`src/rtl/cpu_types_pkg.sv`:
```
// Shared CPU memory-side types: RAM word, RAM handshake state and arbiter FSM state.
package cpu_types_pkg;

   localparam int unsigned WORD_W = 32;

   typedef logic [WORD_W-1:0] word_t;

   typedef enum logic [1:0] {
      FREE   = 2'd0,
      BUSY   = 2'd1,
      ACCESS = 2'd2,
      ERROR  = 2'd3
   } ramstate_t;

   typedef enum logic [1:0] {
      IDLE   = 2'd0,
      IGRANT = 2'd1,
      DGRANT = 2'd2
   } arb_state_t;

endpackage

```
`src/rtl/mem_arbiter_if.sv`:
```
// Cache-side request/response signals and RAM-side strobes of the memory arbiter.
interface mem_arbiter_if;
   import cpu_types_pkg::*;

   logic      iREN;
   word_t     iaddr;
   logic      iwait;
   word_t     iload;

   logic      dREN;
   logic      dWEN;
   word_t     daddr;
   word_t     dstore;
   logic      dwait;
   word_t     dload;

   logic      ramREN;
   logic      ramWEN;
   word_t     ramaddr;
   word_t     ramstore;
   word_t     ramload;
   ramstate_t ramstate;

   // Arbiter view.
   modport slave (
      input  iREN, iaddr, dREN, dWEN, daddr, dstore, ramload, ramstate,
      output iwait, iload, dwait, dload, ramREN, ramWEN, ramaddr, ramstore
   );

   // Caches plus RAM view.
   modport master (
      output iREN, iaddr, dREN, dWEN, daddr, dstore, ramload, ramstate,
      input  iwait, iload, dwait, dload, ramREN, ramWEN, ramaddr, ramstore
   );

endinterface

```
`src/rtl/arb_starve_ctr.sv`:
```
// Saturating counter of dcache completions granted while an instruction fetch waits.
module arb_starve_ctr #(
   parameter int unsigned LIMIT = 4,
   parameter int unsigned CNT_W = $clog2(LIMIT + 1)
) (
   input  logic             CLK,
   input  logic             RST,
   input  logic             inc,
   input  logic             clr,
   output logic [CNT_W-1:0] cnt,
   output logic             sat
);

   assign sat = (cnt == CNT_W'(LIMIT));

   // Clear beats increment; increment holds once saturated.
   always_ff @(posedge CLK or posedge RST) begin
      if (RST) begin
         cnt <= '0;
      end else if (clr) begin
         cnt <= '0;
      end else if (inc && !sat) begin
         cnt <= cnt + CNT_W'(1);
      end
   end

endmodule

```
`src/rtl/mem_arbiter.sv`:
```
// Single-port RAM arbiter: dcache has priority, instruction fetch is forced through
// after STARVE_LIMIT back-to-back dcache completions.
module mem_arbiter
   import cpu_types_pkg::*;
#(
   parameter int unsigned STARVE_LIMIT = 4
) (
   input logic          CLK,
   input logic          RST,
   mem_arbiter_if.slave bus
);

   localparam int unsigned CNT_W = $clog2(STARVE_LIMIT + 1);

   arb_state_t       state;
   arb_state_t       state_next;
   logic [CNT_W-1:0] starve_cnt;
   logic             starve_sat;
   logic             starve_inc;
   logic             starve_clr;
   logic             d_req;
   logic             ram_acc;

   assign d_req   = bus.dREN | bus.dWEN;
   assign ram_acc = (bus.ramstate == ACCESS);

   arb_starve_ctr #(
      .LIMIT (STARVE_LIMIT),
      .CNT_W (CNT_W)
   ) u_starve (
      .CLK (CLK),
      .RST (RST),
      .inc (starve_inc),
      .clr (starve_clr),
      .cnt (starve_cnt),
      .sat (starve_sat)
   );

   always_ff @(posedge CLK or posedge RST) begin
      if (RST) begin
         state <= IDLE;
      end else begin
         state <= state_next;
      end
   end

   // ACCESS is checked before a strobe drop so a coinciding drop still completes.
   always_comb begin
      state_next = state;
      starve_inc = 1'b0;
      starve_clr = 1'b0;
      case (state)
         IDLE: begin
            if (bus.iREN && (!d_req || starve_sat)) begin
               state_next = IGRANT;
            end else if (d_req) begin
               state_next = DGRANT;
            end
         end
         DGRANT: begin
            if (ram_acc) begin
               state_next = IDLE;
               starve_inc = bus.iREN;
               starve_clr = !bus.iREN;
            end else if (!d_req) begin
               state_next = IDLE;
            end
         end
         IGRANT: begin
            if (ram_acc) begin
               state_next = IDLE;
               starve_clr = 1'b1;
            end else if (!bus.iREN) begin
               state_next = IDLE;
            end
         end
         default: state_next = IDLE;
      endcase
   end

   // RAM strobes and waits follow the granted requester live, so a dropped strobe
   // leaves the RAM in the same cycle.
   always_comb begin
      bus.ramREN   = 1'b0;
      bus.ramWEN   = 1'b0;
      bus.ramaddr  = '0;
      bus.ramstore = '0;
      bus.iwait    = 1'b1;
      bus.dwait    = 1'b1;
      case (state)
         DGRANT: begin
            bus.ramaddr  = bus.daddr;
            bus.ramstore = bus.dstore;
            bus.ramWEN   = bus.dWEN;
            bus.ramREN   = bus.dREN & ~bus.dWEN;
            bus.dwait    = ~ram_acc;
         end
         IGRANT: begin
            bus.ramaddr = bus.iaddr;
            bus.ramREN  = bus.iREN;
            bus.iwait   = ~ram_acc;
         end
         default: ;
      endcase
   end

   assign bus.iload = bus.ramload;
   assign bus.dload = bus.ramload;

endmodule

```
`src/flat_wrapper.sv`:
```
// flat-port wrapper written by rule: the top's interface ports become plain ports
module mem_arbiter_flat import cpu_types_pkg::*;
#(
   parameter int unsigned STARVE_LIMIT = 4
)
  (CLK, RST, bus_iREN, bus_iaddr, bus_dREN, bus_dWEN, bus_daddr, bus_dstore, bus_ramload, bus_ramstate, bus_iwait, bus_iload, bus_dwait, bus_dload, bus_ramREN, bus_ramWEN, bus_ramaddr, bus_ramstore);
  mem_arbiter_if bus_i ();
  input logic CLK;
  input logic RST;
  input wire logic [$bits(bus_i.iREN)-1:0] bus_iREN;
  input wire logic [$bits(bus_i.iaddr)-1:0] bus_iaddr;
  input wire logic [$bits(bus_i.dREN)-1:0] bus_dREN;
  input wire logic [$bits(bus_i.dWEN)-1:0] bus_dWEN;
  input wire logic [$bits(bus_i.daddr)-1:0] bus_daddr;
  input wire logic [$bits(bus_i.dstore)-1:0] bus_dstore;
  input wire logic [$bits(bus_i.ramload)-1:0] bus_ramload;
  input wire logic [$bits(bus_i.ramstate)-1:0] bus_ramstate;
  output wire logic [$bits(bus_i.iwait)-1:0] bus_iwait;
  output wire logic [$bits(bus_i.iload)-1:0] bus_iload;
  output wire logic [$bits(bus_i.dwait)-1:0] bus_dwait;
  output wire logic [$bits(bus_i.dload)-1:0] bus_dload;
  output wire logic [$bits(bus_i.ramREN)-1:0] bus_ramREN;
  output wire logic [$bits(bus_i.ramWEN)-1:0] bus_ramWEN;
  output wire logic [$bits(bus_i.ramaddr)-1:0] bus_ramaddr;
  output wire logic [$bits(bus_i.ramstore)-1:0] bus_ramstore;
  assign bus_i.iREN = bus_iREN;
  assign bus_i.iaddr = bus_iaddr;
  assign bus_i.dREN = bus_dREN;
  assign bus_i.dWEN = bus_dWEN;
  assign bus_i.daddr = bus_daddr;
  assign bus_i.dstore = bus_dstore;
  assign bus_i.ramload = bus_ramload;
  assign bus_i.ramstate = bus_ramstate;
  assign bus_iwait = bus_i.iwait;
  assign bus_iload = bus_i.iload;
  assign bus_dwait = bus_i.dwait;
  assign bus_dload = bus_i.dload;
  assign bus_ramREN = bus_i.ramREN;
  assign bus_ramWEN = bus_i.ramWEN;
  assign bus_ramaddr = bus_i.ramaddr;
  assign bus_ramstore = bus_i.ramstore;
  mem_arbiter #(.STARVE_LIMIT(STARVE_LIMIT)) u_core (.CLK(CLK), .RST(RST), .bus(bus_i));
endmodule
```
`config.mk`:
```
export PLATFORM = sky130hd
export DESIGN_NAME = mem_arbiter_flat
export DESIGN_NICKNAME = d
export VERILOG_FILES = /design/src/rtl/cpu_types_pkg.sv /design/src/rtl/mem_arbiter_if.sv /design/src/rtl/arb_starve_ctr.sv /design/src/rtl/mem_arbiter.sv /design/src/flat_wrapper.sv
export SDC_FILE = /design/constraint.sdc
export NUM_CORES = 1
export LEC_CHECK = 0
export CAP_MARGIN = 25
export CORE_AREA = 5 5 100 102
export CTS_BUF_LIST = sky130_fd_sc_hd__clkbuf_4 sky130_fd_sc_hd__clkbuf_8 sky130_fd_sc_hd__clkbuf_16
export CTS_CLUSTER_SIZE = 25
export DETAILED_ROUTE_END_ITERATION = 7
export DIE_AREA = 0 0 105 107
export GPL_ROUTABILITY_DRIVEN = 0
export PLACE_DENSITY = 0.69
export SYNTH_ARGS = -nofsm -noshare
export SYNTH_HDL_FRONTEND = slang
export SYNTH_HIERARCHICAL = 1
export SYNTH_SLANG_ARGS = --single-unit
```
`constraint.sdc`:
```
create_clock -name CLK -period 1.6 [get_ports CLK]
set_input_delay 0.16 -clock CLK [delete_from_list [all_inputs] [get_ports CLK]]
set_output_delay 0.16 -clock CLK [all_outputs]
set_load 0.005 [all_outputs]
```
==> flow_summary_export.csv, run 1 <==
group,metric,value,unit
run_status,status,"complete, but fails checks",
run_status,violations,"setup timing",
critical_path,setup.worst_path.start,"u_core/state[1]$_DFFE_PP0P_",
cells_and_area,diodes,0,
sta,layout_min_cycle_time,1810,ps
cells_and_area,nNetsFinal,512,
synthesis,syn_inst,224,
synthesis,yosys_warnings,6,
routing,drtAntennaViolNets,0,
pwr,report.power.total,6.32,mW
cells_and_area,utilization,0.452,
pwr,seq_power_share,0.036,
pwr,power_frac_clock,0.039,
clock_network,cts-buffers-inserted,3,
floorplanning,die_h,107,um
grt,grt_first_pass_wirelength,13400,um
synthesis,ys_types,31,
clock_network,path_clk_slew,40,ps
floorplanning,start_util,0.182,
grt,grt-ovfl-total,0,
sta,final-setup-viol-count,62,
clock_network,cts_tree,"yes",
sta,whs,151,ps
routing,drc_errors,0,
cells_and_area,final_layout_size_suffix_gt1_frac,0.593,
sta,clock_skew,3.82,ps
floorplanning,die-area,11200,sq um
pwr,internal_power,4.07,mW
synthesis,netlist.area_leader.share,0.293,
place,dpl_cell_area,3100,sq um
clock_network,cts_root_buf,"clkbuf_8",
sta,slew_violations,0,
floorplanning,pin_count,267,
routing,drt_iter0_markers,42,
synthesis,yosysSeqAreaShare,0.0764,
place,place.detailed.hpwl,6250,um
critical_path,worstPathRequired,1440,ps
sta,finalSetupTns,-7790,ps
sta,relSlewSlack,0.809,
pwr,comb_power_share,0.925,
grt,grt_usage,0.149,
pwr,leakage,1.76,nW
clock_network,clk_path_buf_depth,2,
sta,tightest_slew,283,ps
critical_path,crit_path_end_kind,"output port",
sta,period_share,1.13,
pwr,p_switching,2.25,mW
synthesis,synth_top_area_cell,"buf_4",
routing,dr.pass1.iters,4,
synthesis,synth-edff-count,0,
sta,rsz0062_at_grt,"yes",
critical_path,critical_path.max_fanout,8,
min_path,min_path_type,"in -> async",
floorplanning,rows,35,
sta,hold_violations,0,
cells_and_area,final_cell_area,4070,sq um
grt,grt_pass1_vias,2431,
synthesis,syn_nets,364,
grt,antenna_found_initial,0,
clock_network,cts_max_level,1,
pwr,p_sw_frac,0.356,
grt,grt_max_degree,13,
synthesis,synth_area_leaders,"buf_4, a22oi_1, and2_1, nor2b_1, dfrtp_1",
critical_path,timing_worst_setup_path_type,"reg -> out",
synthesis,synth_area,1640,sq um
routing,wl_per_cell,18.8,um
clock_network,postCtsHoldBufs,0,
synthesis,yosys-top-cells-count,"buf_4, and2_1, nor2b_1, a22oi_1, inv_1",
sta,layout_setup_ws,-214,ps
cells_and_area,area_growth,149,%
synthesis,synth_flop_cell,"dfrtp_1",
synthesis,synth_seq_cells,5,
floorplanning,core,9020,sq um
routing,wl,9080,um
pwr,vdd_drop_max,520,uV
synthesis,synth-async-reset-ratio,1.00,
flow_run,cap_violations,0,
critical_path,r2r_start,"u_core/state[0]$_DFFE_PP0P_",
clock_network,cts_sinks,5,
pwr,power_density,1550,nW/um^2
sta,fmax,551,MHz
synthesis,syn_area_per_cell,7.31,sq um
critical_path,crit_arrival,1650,ps
clock_network,clock_latency,220,ps
cells_and_area,fill_cells,880,
place,port_buffers,170,
routing,vias,2119,
floorplanning,die_x,105,um
routing,viasPerCell,4.40,
critical_path,start_kind,"register",
synthesis,yosys.cell_count.top_type,"buf_4",
## repair_timing
action                                 4_1_cts  5_1_grt
cloned                                       9        3
gates resized for setup                    374       69
setup endpoints to repair                   70       73
pin swaps                                    7       12
endpoints found under the hold margin        0        0
setup buffers                               22        5
## cell usage in the layout, fill, tap and decap left out, types with 5 or more instances in the layout
master,count
nor2b_4,14
buf_12,12
dfrtp_1,5
buf_4,12
and2_1,8
buf_2,37
a22oi_2,31
inv_1,5
buf_16,7
and2_4,27
buf_6,44
clkdlybuf4s50_1,102
nor2b_1,16
## per-stage QoR
stage	cells	worst slack, ps
after global placement	443	-263
after detailed placement	443	-307
after CTS	478	-230
final	482	-214
after floorplan	224	-10.8
after global routing	482	-282
## routing by layer
layer | vias to the layer above | GRT usage | wire length, um | part of all wire
li1 | 980 | - | - | -
met1 | 981 | 0.160 | 3290 | 0.36
met2 | 131 | 0.272 | 4760 | 0.52
met3 | 27 | 0.0578 | 903 | 0.099
met4 | 0 | 0.0365 | 134 | 0.015
met5 | - | 0 | 0 | 0
## registers in the layout, indices dropped and copies added, names as in the netlist
register and flops:
u_core/state 2, u_core/u_starve/cnt 3
## final cells by class
type	instances	area, sq um	area share
Clock buffer	4	48.8	0.0120
Inverter	7	31.3	0.00768
Multi-Input combinational cell	133	1380	0.338
Sequential cell	5	125	0.0307
Tap cell	111	139	0.0341
Timing Repair Buffer	222	2350	0.578
## power by group through the flow
stage	Clock, mW	Combinational, mW	Sequential, mW
2_1_floorplan	0	1.60	0.208
3_3_place_gp	0	3.18	0.214
3_5_place_dp	0	3.24	0.219
4_1_cts	0.255	5.07	0.224
5_1_grt	0.266	6.24	0.234
6_report	0.249	5.85	0.228
## worst paths after layout
| kind | endpoint | slack, ps | depth (start not counted) |
|---|---|---|---|
| setup / recovery | bus_ramaddr[16] | -210 | 8 |
| hold / removal | u_core/state[0]$_DFFE_PP0P_ | 150 | 2 |
| setup reg to reg | u_core/u_starve/cnt[0]$_DFFE_PP0P_ | -160 | 7 |
| hold reg to reg | u_core/u_starve/cnt[1]$_DFFE_PP0P_ | 620 | 2 |
| max in group asynchronous | u_core/u_starve/cnt[1]$_DFFE_PP0P_ | 1280 | 2 |
| min in group CLK | bus_dload[16] | 320 | 0 |
## critical path, stage by stage, from the launching register on
cell	delay [ps]
dfrtp_1	380
buf_6	120
ha_4	170
buf_12	130
buf_12	130
buf_16	140
a22oi_2	170
nor2b_4	50
buf_2	120
## cell families (layout without fill, tap and decap cells)
family	count (synthesis)	in the layout	synth area share
buffers and inverters	86	233	0.364
DFF	5	5	0.0764
adders and majority gates	5	5	0.0382
and+or+nand+nor	81	81	0.305
AOI/OAI and AO/OA	45	45	0.201
muxes	2	2	0.0153
No activity file was read; power rests on OpenSTA's default activity.
==> run 2: changes to the inputs <==
Settings changed: MAX_ROUTING_LAYER set to met4.
==> run 2 against run 1 <==
The run still ends with setup timing left. Clock power barely moved. Non-clock buffer count did not move. Worst setup slack improved by 1.9 ps. Utilization did not move. Global-route usage rose by 0.36 points. Via count rose by 0.61%. Design area did not move. Register-to-register slack barely moved. First-iteration DRC count did not move. Critical endpoint unchanged. Fmax rose by 0.11%. Largest cell class unchanged. Combinational power barely moved.
==> flow_summary_export.csv, run 2 (synthesized netlist as in run 1, its figures left out) <==
group,metric,value,unit
clock_network,cts-buffers-inserted,3,
critical_path,critical_path.top_delay_family,"buffers and inverters",
floorplanning,die_h,107,um
routing,vias,2132,
routing,drt_iter0_markers,42,
grt,grt_max_degree,13,
routing,dr.pass1.iters,4,
critical_path,cpMostUsedCell,"buf_12",
sta,hold_violations,0,
grt,grt_usage,0.153,
routing,viasPerCell,4.42,
floorplanning,die-area,11200,sq um
cells_and_area,final_common_cell,"clkdlybuf4s50_1",
sta,tightest_slew,261,ps
grt,grt_first_pass_wirelength,13400,um
pwr,report.power.total,6.33,mW
cells_and_area,final_cell_area,4070,sq um
critical_path,r2r_start,"u_core/state[0]$_DFFE_PP0P_",
sta,finalSetupTns,-7650,ps
cells_and_area,area_growth,149,%
run_status,violations,"setup timing",
place,port_buffers,170,
clock_network,cts_root_buf,"clkbuf_8",
sta,final-setup-viol-count,62,
grt,grt_pass1_vias,2444,
clock_network,postCtsHoldBufs,0,
routing,drtAntennaViolNets,0,
sta,relSlewSlack,0.824,
sta,period_share,1.13,
critical_path,setup.worst_path.start,"u_core/state[1]$_DFFE_PP0P_",
sta,whs,150,ps
clock_network,cts_tree,"yes",
pwr,power_density,1550,nW/um^2
sta,layout_min_cycle_time,1810,ps
sta,fmax,552,MHz
clock_network,clock_latency,220,ps
floorplanning,core,9020,sq um
clock_network,path_clk_slew,40,ps
pwr,vdd_drop_max,521,uV
floorplanning,rows,35,
critical_path,cp.buffers_inverters,5,
cells_and_area,largest_reg_flops,3,
clock_network,clk_path_buf_depth,2,
critical_path,crit_path_end_kind,"output port",
run_status,status,"complete, but fails checks",
cells_and_area,diodes,0,
critical_path,worstPathRequired,1440,ps
routing,wl_per_cell,18.9,um
flow_run,cap_violations,0,
floorplanning,start_util,0.182,
cells_and_area,nNetsFinal,512,
min_path,min_path_type,"in -> async",
floorplanning,pin_count,267,
cells_and_area,largestRegisters,"u_core/u_starve/cnt x3, u_core/state x2",
cells_and_area,largest-register,"u_core/u_starve/cnt",
routing,drc_errors,0,
grt,antenna_found_initial,0,
place,dpl_cell_area,3100,sq um
critical_path,timing_worst_setup_path_type,"reg -> out",
critical_path,crit_cells,8,
grt,grt-ovfl-total,0,
critical_path,slowest_stage,"dfrtp_1",
critical_path,start_kind,"register",
cells_and_area,layout_common_cells,"clkdlybuf4s50_1, buf_6, buf_2",
cells_and_area,final_layout_size_suffix_gt1_frac,0.593,
pwr,leakage,1.76,nW
critical_path,crit_arrival,1650,ps
routing,wl,9100,um
clock_network,cts_sinks,5,
critical_path,rr_worst_depth,7,
clock_network,cts_max_level,1,
critical_path,crit_chain,"buf_6 > ha_4 > buf_12 > buf_12 > buf_16 > a22oi_2 > nor2b_4 > buf_2",
cells_and_area,fill_cells,880,
critical_path,crit_path_max_incr_delay,380,ps
floorplanning,die_x,105,um
sta,clock_skew,3.13,ps
sta,rsz0062_at_grt,"yes",
sta,layout_setup_ws,-212,ps
place,place.detailed.hpwl,6250,um
critical_path,critical_path.max_fanout,8,
sta,slew_violations,0,
run 2: area by class of cell:
class	instances	area, sq um	share of cell area
Timing Repair Buffer	222	2350	0.578
Multi-Input combinational cell	133	1380	0.338
Tap cell	111	139	0.0341
Sequential cell	5	125	0.0307
Clock buffer	4	48.8	0.0120
Inverter	7	31.3	0.00768
run 2: power breakdown:
part / switching [mW] / internal, mW / total (mW) / leakage (nW)
registers: 0.0519 / 0.176 / 0.228 / 0.0645
clock network: 0.0602 / 0.188 / 0.248 / 0.0262
logic: 2.15 / 3.71 / 5.86 / 1.67
run 2: final timing paths:
path                                                      end  slack [ps]
setup reg to reg           u_core/u_starve/cnt[0]$_DFFE_PP0P_        -160
min in group CLK                                bus_dload[16]         320
max in group asynchronous  u_core/u_starve/cnt[1]$_DFFE_PP0P_        1280
hold / removal                    u_core/state[0]$_DFFE_PP0P_         150
setup / recovery                              bus_ramaddr[16]        -210
hold reg to reg            u_core/u_starve/cnt[1]$_DFFE_PP0P_         630
run 2: layer usage:
layer  vias to the layer above  part of all wire  track usage
met5                         -                 0            -
met4                         0             0.015       0.0365
met3                        27             0.091       0.0458
met2                       137              0.52        0.272
met1                       988              0.37        0.166
li1                        980                 -            -
run 2: timing repair:
| item | in CTS | in global routing |
|---|---|---|
| setup buffers | 22 | 5 |
| gates resized for setup | 374 | 69 |
| pin swaps | 7 | 12 |
| gates cloned | 9 | 3 |
| setup endpoints to repair | 70 | 73 |
run 2: stage by stage:
step	setup slack (ps)	util	std cells
global route	-279	0.452	482
global placement	-263	0.344	443
CTS	-230	0.416	478
finish	-212	0.452	482
detailed placement	-307	0.344	443
floorplan	-10.8	-	224
